## src/rtl/life_controller.sv

```systemverilog
// life_controller: sequencing controller for the 8x8 Game of Life datapath.
// Holds the current-generation grid, commits the datapath's next generation
// under load / run / pause / single-step control with a programmable
// generation period, counts generations and halts on extinction or a still
// life. Optional feature macro: LIFE_CTRL_OSC_DETECT_EN adds period-2
// oscillator detection (prev_grid register plus valid bit).
module life_controller #(
  parameter int PERIOD_W = 16,
  parameter int GEN_W    = 16
) (
  input  logic                clk,
  input  logic                reset,
  input  logic                load,
  input  logic [63:0]         seed,
  input  logic                run,
  input  logic                step,
  input  logic [PERIOD_W-1:0] period,
  input  logic [63:0]         grid_evolve,
  output logic [63:0]         grid,
  output logic [GEN_W-1:0]    generation,
  output logic [1:0]          state,
  output logic                extinct,
  output logic                stable,
  output logic                oscillating
);

  typedef enum logic [1:0] {
    IDLE = 2'd0,
    RUN  = 2'd1,
    HALT = 2'd2
  } state_t;

  state_t              state_r;
  logic [63:0]         grid_r;
  logic [GEN_W-1:0]    gen_r;
  logic [PERIOD_W-1:0] presc_r;
  logic                extinct_r;
  logic                stable_r;

  logic                commit_s;
  logic                evolve_zero_s;
  logic                evolve_same_s;
  logic                evolve_osc_s;
  logic                halt_s;

  assign evolve_zero_s = (grid_evolve == 64'd0);
  assign evolve_same_s = (grid_evolve == grid_r);
  assign halt_s        = evolve_zero_s | evolve_same_s | evolve_osc_s;

  // Decide whether this edge commits the datapath result.
  always_comb begin
    commit_s = 1'b0;
    case (state_r)
      IDLE:    commit_s = step;
      RUN:     commit_s = run && (presc_r == period);
      HALT:    commit_s = 1'b0;
      default: commit_s = 1'b0;
    endcase
  end

  // Main sequencer: load beats halt detection, which beats step/run.
  always_ff @(posedge clk or negedge reset) begin
    if (!reset) begin
      state_r   <= IDLE;
      grid_r    <= 64'd0;
      gen_r     <= {GEN_W{1'b0}};
      presc_r   <= {PERIOD_W{1'b0}};
      extinct_r <= 1'b0;
      stable_r  <= 1'b0;
    end else if (load) begin
      state_r   <= IDLE;
      grid_r    <= seed;
      gen_r     <= {GEN_W{1'b0}};
      presc_r   <= {PERIOD_W{1'b0}};
      extinct_r <= 1'b0;
      stable_r  <= 1'b0;
    end else if (commit_s) begin
      // The commit happens even when halting, so the final pattern is kept.
      grid_r  <= grid_evolve;
      presc_r <= {PERIOD_W{1'b0}};
      if (gen_r != {GEN_W{1'b1}}) begin
        gen_r <= gen_r + {{(GEN_W-1){1'b0}}, 1'b1};
      end
      if (halt_s) begin
        state_r <= HALT;
      end
      if (evolve_zero_s) begin
        extinct_r <= 1'b1;
      end else if (evolve_same_s) begin
        stable_r <= 1'b1;
      end
    end else begin
      case (state_r)
        IDLE: begin
          if (run) begin
            state_r <= RUN;
            presc_r <= {PERIOD_W{1'b0}};
          end
        end
        RUN: begin
          if (!run) begin
            state_r <= IDLE;
            presc_r <= {PERIOD_W{1'b0}};
          end else begin
            // Lowering period below the count lets this wrap before matching.
            presc_r <= presc_r + {{(PERIOD_W-1){1'b0}}, 1'b1};
          end
        end
        HALT:    state_r <= HALT;
        default: state_r <= IDLE;
      endcase
    end
  end

`ifdef LIFE_CTRL_OSC_DETECT_EN
  logic [63:0] prev_grid_r;
  logic        prev_valid_r;
  logic        osc_r;

  // A period-2 cycle returns to the grid seen two generations ago.
  assign evolve_osc_s = prev_valid_r && (grid_evolve == prev_grid_r) && !evolve_same_s;

  // Remember the previous generation and flag a period-2 oscillator.
  always_ff @(posedge clk or negedge reset) begin
    if (!reset) begin
      prev_grid_r  <= 64'd0;
      prev_valid_r <= 1'b0;
      osc_r        <= 1'b0;
    end else if (load) begin
      prev_grid_r  <= 64'd0;
      prev_valid_r <= 1'b0;
      osc_r        <= 1'b0;
    end else if (commit_s) begin
      prev_grid_r  <= grid_r;
      prev_valid_r <= 1'b1;
      if (!evolve_zero_s && !evolve_same_s && evolve_osc_s) begin
        osc_r <= 1'b1;
      end
    end
  end

  assign oscillating = osc_r;
`else
  assign evolve_osc_s = 1'b0;
  assign oscillating  = 1'b0;
`endif

  assign grid       = grid_r;
  assign generation = gen_r;
  assign state      = state_r;
  assign extinct    = extinct_r;
  assign stable     = stable_r;

endmodule

```

## config.mk

```make
export PLATFORM = sky130hd
export DESIGN_NAME = life_controller
export DESIGN_NICKNAME = d
export VERILOG_FILES = /design/src/rtl/life_controller.sv
export SDC_FILE = /design/constraint.sdc
export NUM_CORES = 1
export LEC_CHECK = 0
export ABC_CLOCK_PERIOD_IN_PS = 5800
export CAP_MARGIN = 20
export CELL_PAD_IN_SITES_DETAIL_PLACEMENT = 1
export CELL_PAD_IN_SITES_GLOBAL_PLACEMENT = 2
export CORE_ASPECT_RATIO = 0.6
export CORE_MARGIN = 2
export CORE_UTILIZATION = 27
export CTS_CLUSTER_DIAMETER = 30
export DETAILED_ROUTE_END_ITERATION = 7
export MAX_ROUTING_LAYER = met4
export PLACE_DENSITY_LB_ADDON = 0.1
export SKIP_LAST_GASP = 1
export SYNTH_ARGS = -nofsm -noshare
export SYNTH_HDL_FRONTEND = slang
export SYNTH_SLANG_ARGS = --single-unit
```

## constraint.sdc

```tcl
create_clock -name clk -period 5.8 [get_ports clk]
set_clock_uncertainty 0.1 [all_clocks]
set_input_delay 1.16 -clock clk [delete_from_list [all_inputs] [get_ports clk]]
set_output_delay 1.16 -clock clk [all_outputs]
set_load 0.05 [all_outputs]
```

==> metrics.md <==
| Metric | Value |
|---|---|
| Status | finished clean |
| Diode count | 0 |
| Critical path startpoint category | input pin |
| Largest cells by area after synthesis | dfrtp_1 42%, xor2_1 11%, mux2i_1 11% |
| Fillers | 2388 |
| Routed WL per cell | 21.4 um |
| Chip width | 196 um |
| Syn Std Cell Area | 5940 um2 |
| Critical path cell sequence | clkdlybuf4s50_1, xor2_1, nor4_1, nand3_1, o31a_2, buf_12, nor2_1, a21oi_1 |
| First-pass GRT wire length | 37.3 mm |
| RSZ-0062 raised after global routing | no |
| Ys flop type | dfrtp_1 |
| Final cell utilization of the core | 41.7% |
| Crit end category | register |
| Largest net degree at the start of global routing | 87 |
| Total GRT Usage | 21.9% |
| EDFF count, synth | 0 |
| Max rail drop VDD | 0.140 mV |
| Routed Antenna Nets | 0 |
| F_max | 0.278 GHz |
| TritonRoute pass-1 iters | 5 |
| Pwr/cell area | 266 nW/um2 |
| TNS Setup | 0 ns |
| Syn avg cell area | 9.37 um2 |
| Synth cell types | 47 |
| Crit path max-delay family | compound AO/OA/AOI/OAI gates |
| FF+latch area | 2500 um2 |
| TritonCTS clock tree | yes |
| Sequential fraction of the synthesis area | 42.1% |
| Most used routing layer | met1 |
| Cts repair resizes | 0 |
| Initial cell density of the core | 27.9% |
| Most frequent cell after synthesis | dfrtp_1 |
| Min Tclk post-route | 3.60 ns |
| Met2 usage | 29.9% |
| Vias in the first global route | 5926 |
| YS warnings | 0 |
| Final hold vios | 0 |
| Mapped Nets | 785 |
| CTS root buffer | clkbuf_16 |
| Critical Path AT | 3.78 ns |
| Area leader, netlist | dfrtp_1 |
| Fin worst setup slack | 2.20 ns |
| Clock Latency Late Sink | 0.36 ns |
| Synth top area share | 42.1% |
| Async set-or-reset flop fraction in the synthesized netlist | 100% |
| Nets | 1001 |
| CP Max Fanout | 86 |
| Fin crit share | 62.0% |
| Layout cell share with drive strength beyond 1 | 3.98% |
| Critical setup path kind | in2reg |
| Area Overhead vs Synth | 49.2% |
| Clock sink count | 100 |
| DRC | 0 |
| Post-DP HPWL | 18.8 mm |
| Routed WL | 24.3 mm |
| Total power | 2.36 mW |
| Die Area | 23300 um2 |
| Max-cap violations | 0 |
| Htree depth | 3 |
| Lkg Pwr | 3.61 nW |
| Area of the multi-input gates | 3280 um2 |
| Setup Slack @ Placement | 1.86 ns |
| Via total after detailed routing | 5769 |
| Clock slew at reported path FFs | 0.07 ns |
| Initial antenna violation count | 0 |
| Bufs and invs on worst path | 2 |
| HP Class | reg2reg |
| Clk buf depth | 2 |
| Finish-stage setup viols | 0 |
| Worst-Margin Slew | 0.992 ns |
| DR vias/cell | 5.09 |
| CTS Buf Count | 9 |
| Register bit total from synthesis | 100 |
| Routing usage on met1 | 32.4% |
| Gr ovfl total | 0 |
| Max_slew headroom | 33.8% |
| Setup bufs post-CTS | 0 |
| Max Slew Vio Count | 0 |
| Synth top cells by count | 100 x dfrtp_1, 81 x a21oi_1, 79 x nor2_1 |
| Hold Buf Count CTS | 0 |
| Core area | 21300 um2 |
| Rows | 41 |
| Met3 Use GR | 5.38% |
| Final instance area | 8870 um2 |
| Starting DRT DRC Count | 257 |
| Gpl congestion | 0.887 |
| CP max stage cell | o31a_2 |
| I/O Pins | 234 |
| Critical Path RT | 5.98 ns |
| Synth Instances | 634 |
| Number of I/O port buffers | 232 |
| CP peak stage delay | 0.77 ns |
| Placed Area | 8530 um2 |
| Die Ht | 119 um |
==> stage by stage <==
stage                     instances  hold WS [ns]
after floorplan                 634         0.433
after global placement         1118         0.379
after detailed placement       1118         0.397
after CTS                      1133         0.414
after global routing           1133         0.438
final                          1133         0.410
==> placed cells by master (no fill, tap or decap), types with 2 or more instances in the layout <==
cell / count
nor2b_1: 2
nor2_1: 79
a21oi_1: 81
and3_1: 8
clkbuf_16: 9
inv_1: 9
mux2i_1: 64
nor4_1: 37
clkinv_2: 2
or3_1: 5
nand2_1: 18
or4_1: 10
or2_2: 3
ha_1: 2
nor4_2: 2
nand2b_1: 2
nor3_1: 7
nand3_1: 29
o311ai_0: 6
clkdlybuf4s50_1: 230
mux2_2: 3
dfrtp_1: 100
o31ai_1: 10
xor2_1: 77
bufinv_16: 3
xnor2_1: 3
and4b_1: 2
buf_4: 6
a22o_1: 3
o21ai_0: 7
nand4_1: 11
o22ai_1: 4
==> layout make-up <==
type | instances | share of cell area, %
well taps | 279 | 3.94
clock buffers | 10 | 2.69
flip-flops and latches | 100 | 28.2
clock inverters | 5 | 1.13
repair buffers | 237 | 26.7
multi-input cells | 493 | 36.9
inverters | 9 | 0.381
==> worst reg2reg max path, cell delays in order (launching register included) <==
cell	delay, ns
dfrtp_1	0.44
xor2_1	0.38
nor4_1	0.13
nand3_1	0.20
o31a_2	0.77
buf_12	0.42
nor2_1	0.14
a21oi_1	0.14
==> kinds of logic after synthesis <==
group | count (synthesis) | share of synthesized area (%)
AOI/OAI and AO/OA | 123 | 12.4
xor gates and xnor gates | 80 | 11.8
adders and majority gates | 2 | 0.421
buffers and inverters | 41 | 2.78
DFF | 100 | 42.1
muxes | 67 | 11.3
other | 1 | 0.0631
and+or+nand+nor | 220 | 19.1
==> power breakdown <==
group | leakage, nW | internal, mW | switching [mW]
clock | 0.168 | 0.430 | 0.287
combinational | 2.21 | 0.307 | 0.497
sequential | 1.23 | 0.765 | 0.0758
==> sequential cells by signal (all words and copies together) (netlist names) <==
register,flops
grid,64
generation,16
presc_r,16
state,2
extinct,1
stable,1
==> final timing paths <==
kind	startpoint	end	slack (ns)	depth (start not counted)
hold reg to reg	extinct	extinct	0.41	1
setup reg to reg	presc_r[7]	grid[22]	3.01	7
max in group asynchronous	reset	grid[52]	3.70	2
min in group asynchronous	reset	grid[34]	0.80	1
setup / recovery	period[7]	grid[22]	2.20	8
hold / removal	extinct	extinct	0.41	1
==> metal layers <==
metal	wire (um)	part of all wire, %
met1	12300	51
met2	10000	41
met3	1710	7.0
met4	215	0.89
met5	0	0
No activity file was read; power rests on OpenSTA's default activity.
